[src/rtl/bp_pkg.sv]
// Shared definitions for the branch resolution slice: FSM encoding and
// default widths.
package bp_pkg;

    localparam int unsigned ADDR_W_DEF = 32;
    localparam int unsigned CNT_W_DEF  = 16;

    typedef enum logic {
        RUN     = 1'b0,
        RECOVER = 1'b1
    } br_state_e;

endpackage

[src/rtl/sat_counter.sv]
// Up-counter that sticks at all-ones instead of wrapping.
module sat_counter #(
    parameter int unsigned W = 16
) (
    input  logic         clk,
    input  logic         rst,
    input  logic         inc,
    output logic [W-1:0] value
);

    always_ff @(posedge clk) begin
        if (rst) begin
            value <= '0;
        end else if (inc && (value != '1)) begin
            value <= value + W'(1);
        end
    end

endmodule

[src/rtl/branch_resolve.sv]
// Resolves conditional branches in EX against the ID-stage prediction,
// issuing redirect/flush, predictor updates and hit/miss statistics.
module branch_resolve
    import bp_pkg::*;
#(
    parameter int unsigned ADDR_W = ADDR_W_DEF,
    parameter int unsigned CNT_W  = CNT_W_DEF
) (
    input  logic              clk,
    input  logic              rst,
    input  logic              stall,
    input  logic              id_valid,
    input  logic              id_beq,
    input  logic              id_pred_taken,
    input  logic [ADDR_W-1:0] id_pc_plus4,
    input  logic [ADDR_W-1:0] id_target,
    input  logic              ex_equal,
    output logic              redirect,
    output logic [ADDR_W-1:0] redirect_pc,
    output logic              flush,
    output logic              upd_valid,
    output logic              upd_taken,
    output logic [CNT_W-1:0]  br_cnt,
    output logic [CNT_W-1:0]  mis_cnt
);

    br_state_e         state;
    br_state_e         state_nxt;
    logic              ex_vld;
    logic              ex_pred;
    logic [ADDR_W-1:0] ex_pc4;
    logic [ADDR_W-1:0] ex_tgt;
    logic              resolve;
    logic              mispredict;

    always_ff @(posedge clk) begin
        if (rst) begin
            state <= RUN;
        end else begin
            state <= state_nxt;
        end
    end

    always_comb begin
        resolve     = ex_vld & ~stall;
        mispredict  = resolve & (ex_equal != ex_pred);
        upd_valid   = resolve;
        upd_taken   = resolve & ex_equal;
        redirect    = mispredict;
        flush       = mispredict;
        redirect_pc = ex_equal ? ex_tgt : ex_pc4;
        state_nxt   = state;
        case (state)
            RUN:     if (mispredict) state_nxt = RECOVER;
            RECOVER: if (!stall)     state_nxt = RUN;
            default: state_nxt = RUN;
        endcase
    end

    // A branch sitting in ID while EX mispredicts is on the wrong path.
    always_ff @(posedge clk) begin
        if (rst) begin
            ex_vld  <= 1'b0;
            ex_pred <= 1'b0;
            ex_pc4  <= '0;
            ex_tgt  <= '0;
        end else if (!stall) begin
            ex_vld  <= id_valid & id_beq & (state == RUN) & ~mispredict;
            ex_pred <= id_pred_taken;
            ex_pc4  <= id_pc_plus4;
            ex_tgt  <= id_target;
        end
    end

    sat_counter #(.W(CNT_W)) u_br_cnt (
        .clk   (clk),
        .rst   (rst),
        .inc   (resolve),
        .value (br_cnt)
    );

    sat_counter #(.W(CNT_W)) u_mis_cnt (
        .clk   (clk),
        .rst   (rst),
        .inc   (mispredict),
        .value (mis_cnt)
    );

endmodule

[config.mk]
export PLATFORM = sky130hd
export DESIGN_NAME = branch_resolve
export DESIGN_NICKNAME = d
export VERILOG_FILES = /design/src/rtl/bp_pkg.sv /design/src/rtl/sat_counter.sv /design/src/rtl/branch_resolve.sv
export SDC_FILE = /design/constraint.sdc
export NUM_CORES = 1
export LEC_CHECK = 0
export ABC_AREA = 1
export CAP_MARGIN = 20
export CORE_ASPECT_RATIO = 1.4
export CORE_UTILIZATION = 39
export CTS_BUF_LIST = sky130_fd_sc_hd__clkbuf_8
export DETAILED_ROUTE_END_ITERATION = 8
export PLACE_DENSITY = 0.68
export SETUP_SLACK_MARGIN = 0.05
export SYNTH_ARGS = -nofsm -noshare
export SYNTH_HDL_FRONTEND = slang
export SYNTH_SLANG_ARGS = --single-unit
export TNS_END_PERCENT = 5
[constraint.sdc]
create_clock -name clk -period 3.65 [get_ports clk]
set_input_delay 0.5475 -clock clk [delete_from_list [all_inputs] [get_ports clk]]
set_output_delay 0.5475 -clock clk [all_outputs]
set_load 0.02 [all_outputs]
==> results.md, run 1 <==
* Rows at 47
* PostCTS Resize Cnt at 0
* Reg-to-reg endpoint: u_br_cnt.value[1]$_SDFFE_PP0P_
* Slowest stage cell, crit path: clkdlybuf4s50_1
* Dpl hpwl at between 9 and 10 mm
* WHS Path Cells at 2
* Clock Latency Late Sink at 0.36 ns
* Post-synth net total at 787
* Total grt overflow at 0
* GP Congestion at 0.836
* Yosys warnings at 0
* # IOs at 139
* Cell mode on critical path: clkdlybuf4s50_1
* RSZ-0062 raised after global routing: false
* Worst Path Max Fanout at 34
* # Max-Cap Violations at 0
* Max rail drop VDD at between 0.2 and 0.25 mV
* Xor/xnor share of the synthesized area at 0.00370
* Min Hold Slack at a little under 0.5 ns
* First-pass GRT wire length at roughly 21 mm
* Hold Crit Class: flip-flop to flip-flop
* Tmin final at between 2 and 3 ns
* Mapped Area at 4740 µm²
* Final Slew Violations at 0
* Crit-path leading delay family: buffers and inverters
* H-tree Lvls at 3
* Core area at ~12000 µm²
* Least-Margin Pin Slew at about 0.67 ns
* Area delta synth->final at 34.2%
* Post-Synthesis Cells at a little over 700
* Gr usage total at 0.211
* Post-Synth Simple-Gate Area at 0.409
* DIE HEIGHT at about 130 µm
* Hold bufs inserted after CTS at 0
* Postcts setup bufs at 0
* Via density at between 4 and 5
* Setup crit end kind: output port
* Synth Area in Adders at 0.00528
* Violation count after the first detailed-route iteration at 165
* Largest net degree at the start of global routing at 68
* Sequential fraction of the synthesis area at 0.418
* Distinct cell type count of the synthesized netlist at 32
* DRT Wirelength at 12.6 mm
* Period utilization at 0.805
* Routed len/inst at 12.7 µm
* Crit-path cells: clkdlybuf4s50_1 -> buf_4 -> nand2_1 -> nand3_4 -> inv_2 -> clkdlybuf4s50_1
* Setup_tns at 0 ns
* Leak pwr at around 2.6 nW
* Clock slew seen by the registers of the worst setup and hold paths at around 0.090 ns
* Critical Path RT at about 3.1 ns
* Initial antenna violation count at 0
* Compound-Gate Fraction of Synth Area at 0.106
* Final worst clock skew at between 0.004 and 0.005 ns
* Final hold vios at 0
* Port Buffers at 138
* Worst Hold Launch: ex_pc4[31]$_SDFFE_PP0N_
* Worst Path Arrival at approximately 2.4 ns
* Router iterations before antenna repair at 5
* Status: complete, no violations
* CP Class: primary input to output port
* DRC errors left at 0
* Reg2Reg Launch Point: u_br_cnt.value[0]$_SDFFE_PP0P_
* Clk buf depth at 2
* Worst r2r path cells at 8
* Post-layout util at 0.538
* R2R Setup Slk at about 2.0 ns
* Pwr/cell area at around 340 nW/µm²
* Antenna diodes at 0
* Nets@finish at approximately 910
* Post-DRT Antenna Nets at 0
* Starting Density at 0.401
* Syn avg cell area at around 6.6 µm²
* Root Driver: clkbuf_8
* CTS buffer count at 9
* CP bufs+invs at 4
* Vias at roughly 4800
* Crit path largest cell delay at between 0.5 and 0.6 ns
* Share of layout cells above drive strength 1 at 0.0738
* Worst rel slew slack at 0.553
* Clk sinks at 99
* CTS tree: built
* CP startpoint kind: primary input
* Die area at roughly 13000 µm²
* DIE WIDTH at 95.1 µm
* Synthesis-stage register bit count at 99
* Hold path endpoint: ex_pc4[31]$_SDFFE_PP0N_
* Vias in the first global route at approximately 4500
* Peak Freq at 0.340 GHz
* Setup-failing EPs final at 0
* Largest family of logic cells by synthesized area: simple AND/OR/NAND/NOR gates
* Mux share of post-synthesis cell area at 0
[metrics by stage]
step / cell area [µm²] / total power, mW / setup WS [ns] / instances
finish: 6360 / 2.16 / 0.712 / 987
global placement: 6180 / 1.53 / 0.715 / 971
CTS: 6360 / 2.19 / 0.699 / 987
detailed placement: 6180 / 1.54 / 0.697 / 971
floorplan: 4740 / 1.36 / 1.82 / 714
global route: 6360 / 2.28 / 0.601 / 987
[power breakdown]
part | total, mW | leakage [nW] | switching, mW | internal, mW
logic | 0.347 | 1.71 | 0.177 | 0.170
registers | 1.16 | 0.815 | 0.0281 | 1.13
clock network | 0.653 | 0.0918 | 0.399 | 0.253
total | 2.16 | 2.62 | 0.605 | 1.56
[Yosys cell counts]
library cell  instances  share of area
nor2_1              200           0.16
nor2_8                1         0.0042
nand4_1               7         0.0092
buf_4                 3         0.0048
o21ai_1              11          0.012
dfxtp_1              99           0.42
buf_6                 2         0.0048
a21oi_2               2         0.0037
nor3_1                4         0.0042
nand3_4               2         0.0074
and2_1                1         0.0013
a21oi_1              21          0.022
nand4_4               1         0.0045
clkinv_2              2         0.0021
nand2_1             183           0.15
clkbuf_1             24          0.019
buf_2                 4         0.0042
buf_1                 1        0.00079
o21ai_4               1         0.0034
nand2_4               3         0.0071
clkinv_1              1        0.00079
nor2_2                8          0.011
inv_2                 4         0.0032
nand3b_1              2         0.0032
nor2_4                5          0.012
ha_1                  2         0.0053
o21ai_0              62          0.066
nand3_1              24          0.025
inv_1                22          0.017
nand3_2               4         0.0085
nand2_2               6         0.0079
xor2_1                2         0.0037
[worst min-delay path, stage by stage (launching register included)]
cell	delay (ns)
dfxtp_1	0.33
nor2_1	0.05
nor2_1	0.08
[logic make-up (layout without fill, tap and decap cells)]
group | after synthesis | in the layout
XOR/XNOR | 2 | 2
AND/OR/NAND/NOR | 451 | 451
flip-flops | 99 | 99
adder cells (fa/ha/maj) | 2 | 2
AO/OA/AOI/OAI | 97 | 97
buffers and inverters | 63 | 189
[registers in the layout, summed over array words and instances, names as in the netlist]
| register | flops |
|---|---|
| ex_pc4 | 32 |
| ex_pred | 1 |
| ex_tgt | 32 |
| ex_vld | 1 |
| state | 1 |
| u_br_cnt.value | 16 |
| u_mis_cnt.value | 16 |
[layer usage]
metal  track usage  routed length [µm]  vias to the layer above
li1              -                   -                     2495
met5             0                   0                        -
met2         0.370                6480                      120
met1         0.248                5290                     2156
met3        0.0409                 531                       20
met4        0.0774                 282                        0
[cell usage in the layout (no fill, tap or decap), types with 3 or more instances in the layout]
cell type / count
clkbuf_8: 9
dfxtp_1: 99
buf_4: 6
nand2_1: 183
nand3_2: 4
clkdlybuf4s50_1: 137
nor2_4: 5
nand2_4: 3
inv_1: 23
nor2_1: 200
o21ai_0: 62
inv_6: 3
nand3_1: 24
inv_2: 5
nor2_2: 8
nand2_2: 6
nand4_1: 7
o21ai_1: 11
nor3_1: 4
clkinv_2: 3
a21oi_1: 21
[how the worst max path moves through the flow]
| stage | start | end | slack (ns) | cells past startpoint |
|---|---|---|---|---|
| 6_report | ex_equal | flush | 0.71 | 6 |
| 5_1_grt | ex_equal | flush | 0.60 | 6 |
| 4_1_cts | ex_equal | flush | 0.70 | 6 |
| 3_5_place_dp | ex_equal | flush | 0.70 | 6 |
| 3_3_place_gp | ex_equal | redirect | 0.71 | 6 |
| 2_1_floorplan | ex_equal | redirect_pc[22] | 1.82 | 5 |
[area by class of cell]
class                   count  area [µm²]
repair buffers            144        1420
clock buffers               9         124
well taps                 147         184
flip-flops and latches     99        1980
multi-input cells         552        2480
inverters                  29         111
clock inverters             7        51.3
fillers                  1156        5460
No activity file was read; power rests on OpenSTA's default activity.
==> run 2: changes to the inputs <==
Clock period 3.65 ns to 2.8 ns, I/O delays scaled along.
==> run 2 against run 1 <==
Compared with the run above: final area rose by 1.8%; first-iteration DRC count up 15%; hold slack worse by 0.0099 ns; die area stayed put; total power is 41% higher; register-to-register slack got worse by 0.83 ns; non-clock buffer count is 4 higher; final cell count is 0.41% higher; critical path type unchanged; sequential share of layout area decreased by 0.55 points; worst setup slack got worse by 0.43 ns; critical path depth unchanged; clock-buffer cell count grew 2.
==> results.md, run 2 (same netlist as run 1, synthesis figures left out) <==
* RSZ-0062 raised after global routing: false
* Commonest non-fill, non-tap cell in the layout: nor2_1
* Critical Path RT at 2.38 ns (-0.72 ns)
* CP Class: primary input to output port
* DIE WIDTH at 95.1 µm (unchanged)
* Hold bufs inserted after CTS at 0 (unchanged)
* Clock Latency Late Sink at 0.36 ns (about the same)
* Reg2Reg Launch Point: u_br_cnt.value[1]$_SDFFE_PP0P_
* Clock share of power at 0.349 (+0.047)
* Post-DRT Antenna Nets at 0 (unchanged)
* Setup_tns at 0 ns (unchanged)
* Clk sinks at 99 (unchanged)
* R2R Setup Slk at 1.17 ns (-0.83 ns)
* Commonest non-fill, non-tap cells in the layout: 200 x nor2_1, 183 x nand2_1, 137 x clkdlybuf4s50_1
* Vias at 4833 (+0.88%)
* Root Driver: clkbuf_8
* Min Hold Slack at 0.478 ns (-0.00990 ns)
* Routed len/inst at 12.7 µm (-0.57%)
* Vias in the first global route at 4526 (-0.044%)
* Final worst clock skew at 0.00837 ns (+0.00417 ns)
* DRC errors left at 0 (unchanged)
* Rows at 47 (unchanged)
* First-pass GRT wire length at 20.7 mm (-1.5%)
* Peak Freq at slightly below 0.4 GHz
* Sw Share at 0.255 (-0.0247)
* Worst Path Max Fanout at 17 (-50%)
* Logic pwr share at 0.152 (-0.009)
* Seq pwr share at 0.498 (-0.039)
* Port Buffers at 138 (unchanged)
* Hold Crit Class: flip-flop to flip-flop
* Clk buf depth at 2 (unchanged)
* Postcts setup bufs at 0 (unchanged)
* Largest net degree at the start of global routing at 68 (unchanged)
* Total power at 3.03 mW (+41%)
* Share of layout cells above drive strength 1 at 0.0794 (+0.00557)
* Initial antenna violation count at 0 (unchanged)
* Pwr/cell area at 469 nW/µm² (+38%)
* Router iterations before antenna repair at 4 (-1)
* Worst r2r path cells at 8 (unchanged)
* # Max-Cap Violations at 0 (unchanged)
* PostCTS Resize Cnt at 0 (unchanged)
* Tmin final at roughly 2.5 ns
* CTS buffer count at 9 (unchanged)
* Filler cells at 1177 (+1.8%)
* Worst Setup SP: ex_equal
* H-tree Lvls at 3 (unchanged)
* Max rail drop VDD at 0.213 mV (+5.7%)
* CP startpoint kind: primary input
* Nets@finish at 912 (+0.44%)
* Antenna diodes at 0 (unchanged)
* Leak pwr at 2.67 nW (+1.8%)
* Dpl hpwl at 9.09 mm (+0.44%)
* Setup-failing EPs final at 0 (unchanged)
* Crit path to: flush
* Gr usage total at 0.206 (-0.00435)
* Final Slew Violations at 0 (unchanged)
* GP Congestion at 0.844 (+0.96%)
* Core area at 11800 µm² (unchanged)
* Reg-to-reg endpoint: u_br_cnt.value[1]$_SDFFE_PP0P_
* DIE HEIGHT at 132 µm (unchanged)
* Largest regs: ex_pc4 x32, ex_tgt x32
* Period utilization at 0.900
* Worst Path Arrival at 2.10 ns (-0.29 ns)
* Setup crit end kind: output port
* Final hold vios at 0 (unchanged)
* Least-Margin Pin Slew at 0.679 ns (+0.00887 ns)
* Worst rel slew slack at 0.547 (-0.00591)
* Die area at 12600 µm² (unchanged)
* Total grt overflow at 0 (unchanged)
* Clock slew seen by the registers of the worst setup and hold paths at 0.10 ns (about the same)
* CTS tree: built
* NetSw at 0.775 mW (+28%)
* Status: complete, no violations
* Via density at 4.88 (+0.47%)
* DRT Wirelength at 12.6 mm (-0.17%)
* Starting Density at 0.401 (unchanged)
* Area delta synth->final at 36.7%
* # IOs at 139 (unchanged)
* Violation count after the first detailed-route iteration at 189 (+15%)
* Internal power at 2.26 mW (+45%)
-- run 2: worst min path at each step --
stage / start / endpoint / slack, ns / cells after the start
2_1_floorplan: state$_SDFF_PP0_ / state$_SDFF_PP0_ / 0.45 / 2
3_3_place_gp: state$_SDFF_PP0_ / state$_SDFF_PP0_ / 0.46 / 2
3_5_place_dp: state$_SDFF_PP0_ / state$_SDFF_PP0_ / 0.47 / 2
4_1_cts: state$_SDFF_PP0_ / state$_SDFF_PP0_ / 0.48 / 2
5_1_grt: ex_tgt[19]$_SDFFE_PP0N_ / ex_tgt[19]$_SDFFE_PP0N_ / 0.52 / 2
6_report: state$_SDFF_PP0_ / state$_SDFF_PP0_ / 0.48 / 2
-- run 2: worst max-delay path: stages --
cell	delay (ns)
clkdlybuf4s50_1	0.47
buf_4	0.23
nand2_1	0.15
nand3_4	0.10
inv_2	0.11
clkdlybuf4s50_1	0.61
-- run 2: power by group through the flow --
stage | Combinational [mW] | Sequential, mW | Clock, mW
floorplan | 0.234 | 1.54 | 0
global placement | 0.460 | 1.54 | 0
finish | 0.462 | 1.51 | 1.06
detailed placement | 0.465 | 1.55 | 0
global route | 0.507 | 1.52 | 1.15
CTS | 0.466 | 1.51 | 1.09
-- run 2: final cells by class --
type                    count  area [µm²]  area share
flip-flops and latches     99        1980       0.306
repair buffers            148        1480       0.228
well taps                 147         184      0.0284
multi-input cells         552        2480       0.384
inverters                  29         111      0.0172
clock buffers              11         151      0.0234
clock inverters             5        83.8      0.0130
-- run 2: routing by layer --
| metal | vias to the layer above | global-route usage | part of all wire |
|---|---|---|---|
| li1 | 2492 | - | - |
| met4 | 0 | 0.102 | 0.032 |
| met1 | 2193 | 0.245 | 0.42 |
| met5 | - | 0 | 0 |
| met3 | 27 | 0.0409 | 0.042 |
| met2 | 121 | 0.347 | 0.51 |
-- run 2: stage by stage --
stage / cells / utilization / area (µm²) / setup slack [ns]
floorplan: 714 / - / 4740 / 1.23
global placement: 975 / 0.528 / 6240 / 0.313
detailed placement: 975 / 0.528 / 6240 / 0.278
CTS: 991 / 0.548 / 6470 / 0.278
global route: 991 / 0.548 / 6470 / 0.227
finish: 991 / 0.548 / 6470 / 0.279
==> run 3: changes to the inputs <==
Clock period 2.8 ns to 3 ns, I/O delays scaled along.
==> run 3 against run 2 <==
Compared with the run above: clock power decreased by 15%; first-iteration DRC count increased by 20%; global-route usage decreased by 0.46 points; highest routed layer unchanged; final area decreased by 0.81%; critical path type unchanged; register-to-register slack improved by 0.20 ns.
==> results.md, run 3 (same netlist as run 1, synthesis figures left out) <==
* Status: complete, no violations
* DIE WIDTH at 95.1 µm (unchanged)
* DRT Wirelength at 12.3 mm (-2.1%)
* Antenna diodes at 0 (unchanged)
* Tmin final at around 2.6 ns
* Routed len/inst at 12.4 µm (-1.9%)
* Via density at 4.81 (-1.3%)
* Setup_tns at 0 ns (unchanged)
* Final hold vios at 0 (unchanged)
* CP Class: primary input to output port
* Worst rel slew slack at 0.557 (+0.00923)
* Router iterations before antenna repair at 4 (unchanged)
* Least-Margin Pin Slew at 0.665 ns (-0.0139 ns)
* RSZ-0062 raised after global routing: false
* Crit-path cells: clkdlybuf4s50_1 -> inv_2 -> buf_4 -> nand2_1 -> nand2_1 -> clkdlybuf4s50_1
* Placed cell count at 973 (-0.21%)
* Crit-path leading delay family: buffers and inverters
* Total power at 2.74 mW (-9.8%)
* Setup-failing EPs final at 0 (unchanged)
* Initial antenna violation count at 0 (unchanged)
* Final worst clock skew at 0.00785 ns (-0.000516 ns)
* Postcts setup bufs at 0 (unchanged)
* Starting Density at 0.401 (unchanged)
* Vias in the first global route at 4479 (-1.0%)
* CTS buffer count at 9 (unchanged)
* Crit path largest cell delay at 0.61 ns (about the same)
* Hold Crit Class: flip-flop to flip-flop
* Critical Path RT at 2.55 ns (+0.17 ns)
* Worst Path Arrival at 2.15 ns (+0.05 ns)
* Port Buffers at 138 (unchanged)
* Total grt overflow at 0 (unchanged)
* Largest regs: ex_pc4 x32, ex_tgt x32
* Clk sinks at 99 (unchanged)
* Area delta synth->final at 35.6%
* Commonest non-fill, non-tap cell in the layout: nor2_1
* CP bufs+invs at 4 (unchanged)
* Final Slew Violations at 0 (unchanged)
* Largest net degree at the start of global routing at 68 (unchanged)
* CP startpoint kind: primary input
* Hold bufs inserted after CTS at 0 (unchanged)
* Max rail drop VDD at 0.306 mV (+43%)
* Clk buf depth at 2 (unchanged)
* Dpl hpwl at 8.99 mm (-1.1%)
* Violation count after the first detailed-route iteration at 226 (+20%)
* Gr usage total at 0.202 (-0.00461)
* Peak Freq at between 0.3 and 0.4 GHz
* DRC errors left at 0 (unchanged)
* Rows at 47 (unchanged)
* Nets@finish at 910 (-0.22%)
* GP Congestion at 0.841 (-0.45%)
* # IOs at 139 (unchanged)
* Vias at 4761 (-1.5%)
* Post-DRT Antenna Nets at 0 (unchanged)
* Setup crit end kind: output port
* Clock Latency Late Sink at 0.37 ns (about the same)
* # Max-Cap Violations at 0 (unchanged)
* DIE HEIGHT at 132 µm (unchanged)
* Die area at 12600 µm² (unchanged)
* Worst Path Max Fanout at 15 (-2)
* Leak pwr at 2.65 nW (-0.84%)
* Clock slew seen by the registers of the worst setup and hold paths at 0.09 ns (about the same)
* PostCTS Resize Cnt at 0 (unchanged)
* Share of layout cells above drive strength 1 at 0.0772 (-0.00219)
* Layout Cells excl Fill at 989 (-0.20%)
* H-tree Lvls at 3 (unchanged)
* Period utilization at 0.867
* Pwr/cell area at 426 nW/µm² (-9.1%)
* Root Driver: clkbuf_8
* Core area at 11800 µm² (unchanged)
* CTS tree: built
* First-pass GRT wire length at 20.3 mm (-2.3%)
* Slowest stage cell, crit path: clkdlybuf4s50_1
* Commonest non-fill, non-tap cells in the layout: 200 x nor2_1, 183 x nand2_1, 137 x clkdlybuf4s50_1
[run 3: report_power, final]
part           switching, mW  leakage [nW]  total (mW)  internal [mW]
Combinational          0.216          1.73       0.426          0.210
Clock                  0.482         0.103       0.899          0.417
Sequential            0.0339         0.815        1.41           1.38
Total                  0.732          2.65        2.74           2.01
[run 3: layout make-up]
type	count	area, µm²
well taps	147	184
clock buffers	10	138
flip-flops and latches	99	1980
multi-input cells	552	2480
inverters	29	111
clock inverters	6	72.6
fillers	1174	5400
repair buffers	146	1450
[run 3: worst paths after layout]
| path | startpoint | endpoint | slack (ns) | depth (start not counted) |
|---|---|---|---|---|
| worst max-delay path | ex_equal | redirect_pc[3] | 0.40 | 6 |
| worst min-delay path | state$_SDFF_PP0_ | state$_SDFF_PP0_ | 0.49 | 2 |
| worst max register to register | u_br_cnt.value[0]$_SDFFE_PP0P_ | u_br_cnt.value[1]$_SDFFE_PP0P_ | 1.37 | 8 |
| worst min register to register | state$_SDFF_PP0_ | state$_SDFF_PP0_ | 0.49 | 2 |
[run 3: routing by layer]
| layer | track usage | routed length, µm | vias to the layer above |
|---|---|---|---|
| met3 | 0.0329 | 490 | 24 |
| met2 | 0.351 | 6360 | 110 |
| li1 | - | - | 2488 |
| met1 | 0.237 | 5120 | 2139 |
| met4 | 0.0909 | 332 | 0 |
| met5 | 0 | 0 | - |
[run 3: worst min-delay path, stage by stage, from the launching register on]
cell and delay [ns]:
dfxtp_1 0.31, inv_1 0.07, a21oi_1 0.07
[run 3: through the flow]
step / utilization / hold slack [ns] / setup slack (ns) / instance area (µm²)
after detailed placement: 0.525 / 0.472 / 0.375 / 6210
after global placement: 0.525 / 0.462 / 0.405 / 6210
final: 0.543 / 0.486 / 0.398 / 6420
after global routing: 0.543 / 0.513 / 0.295 / 6420
after CTS: 0.543 / 0.490 / 0.380 / 6420
after floorplan: - / 0.448 / 1.37 / 4740
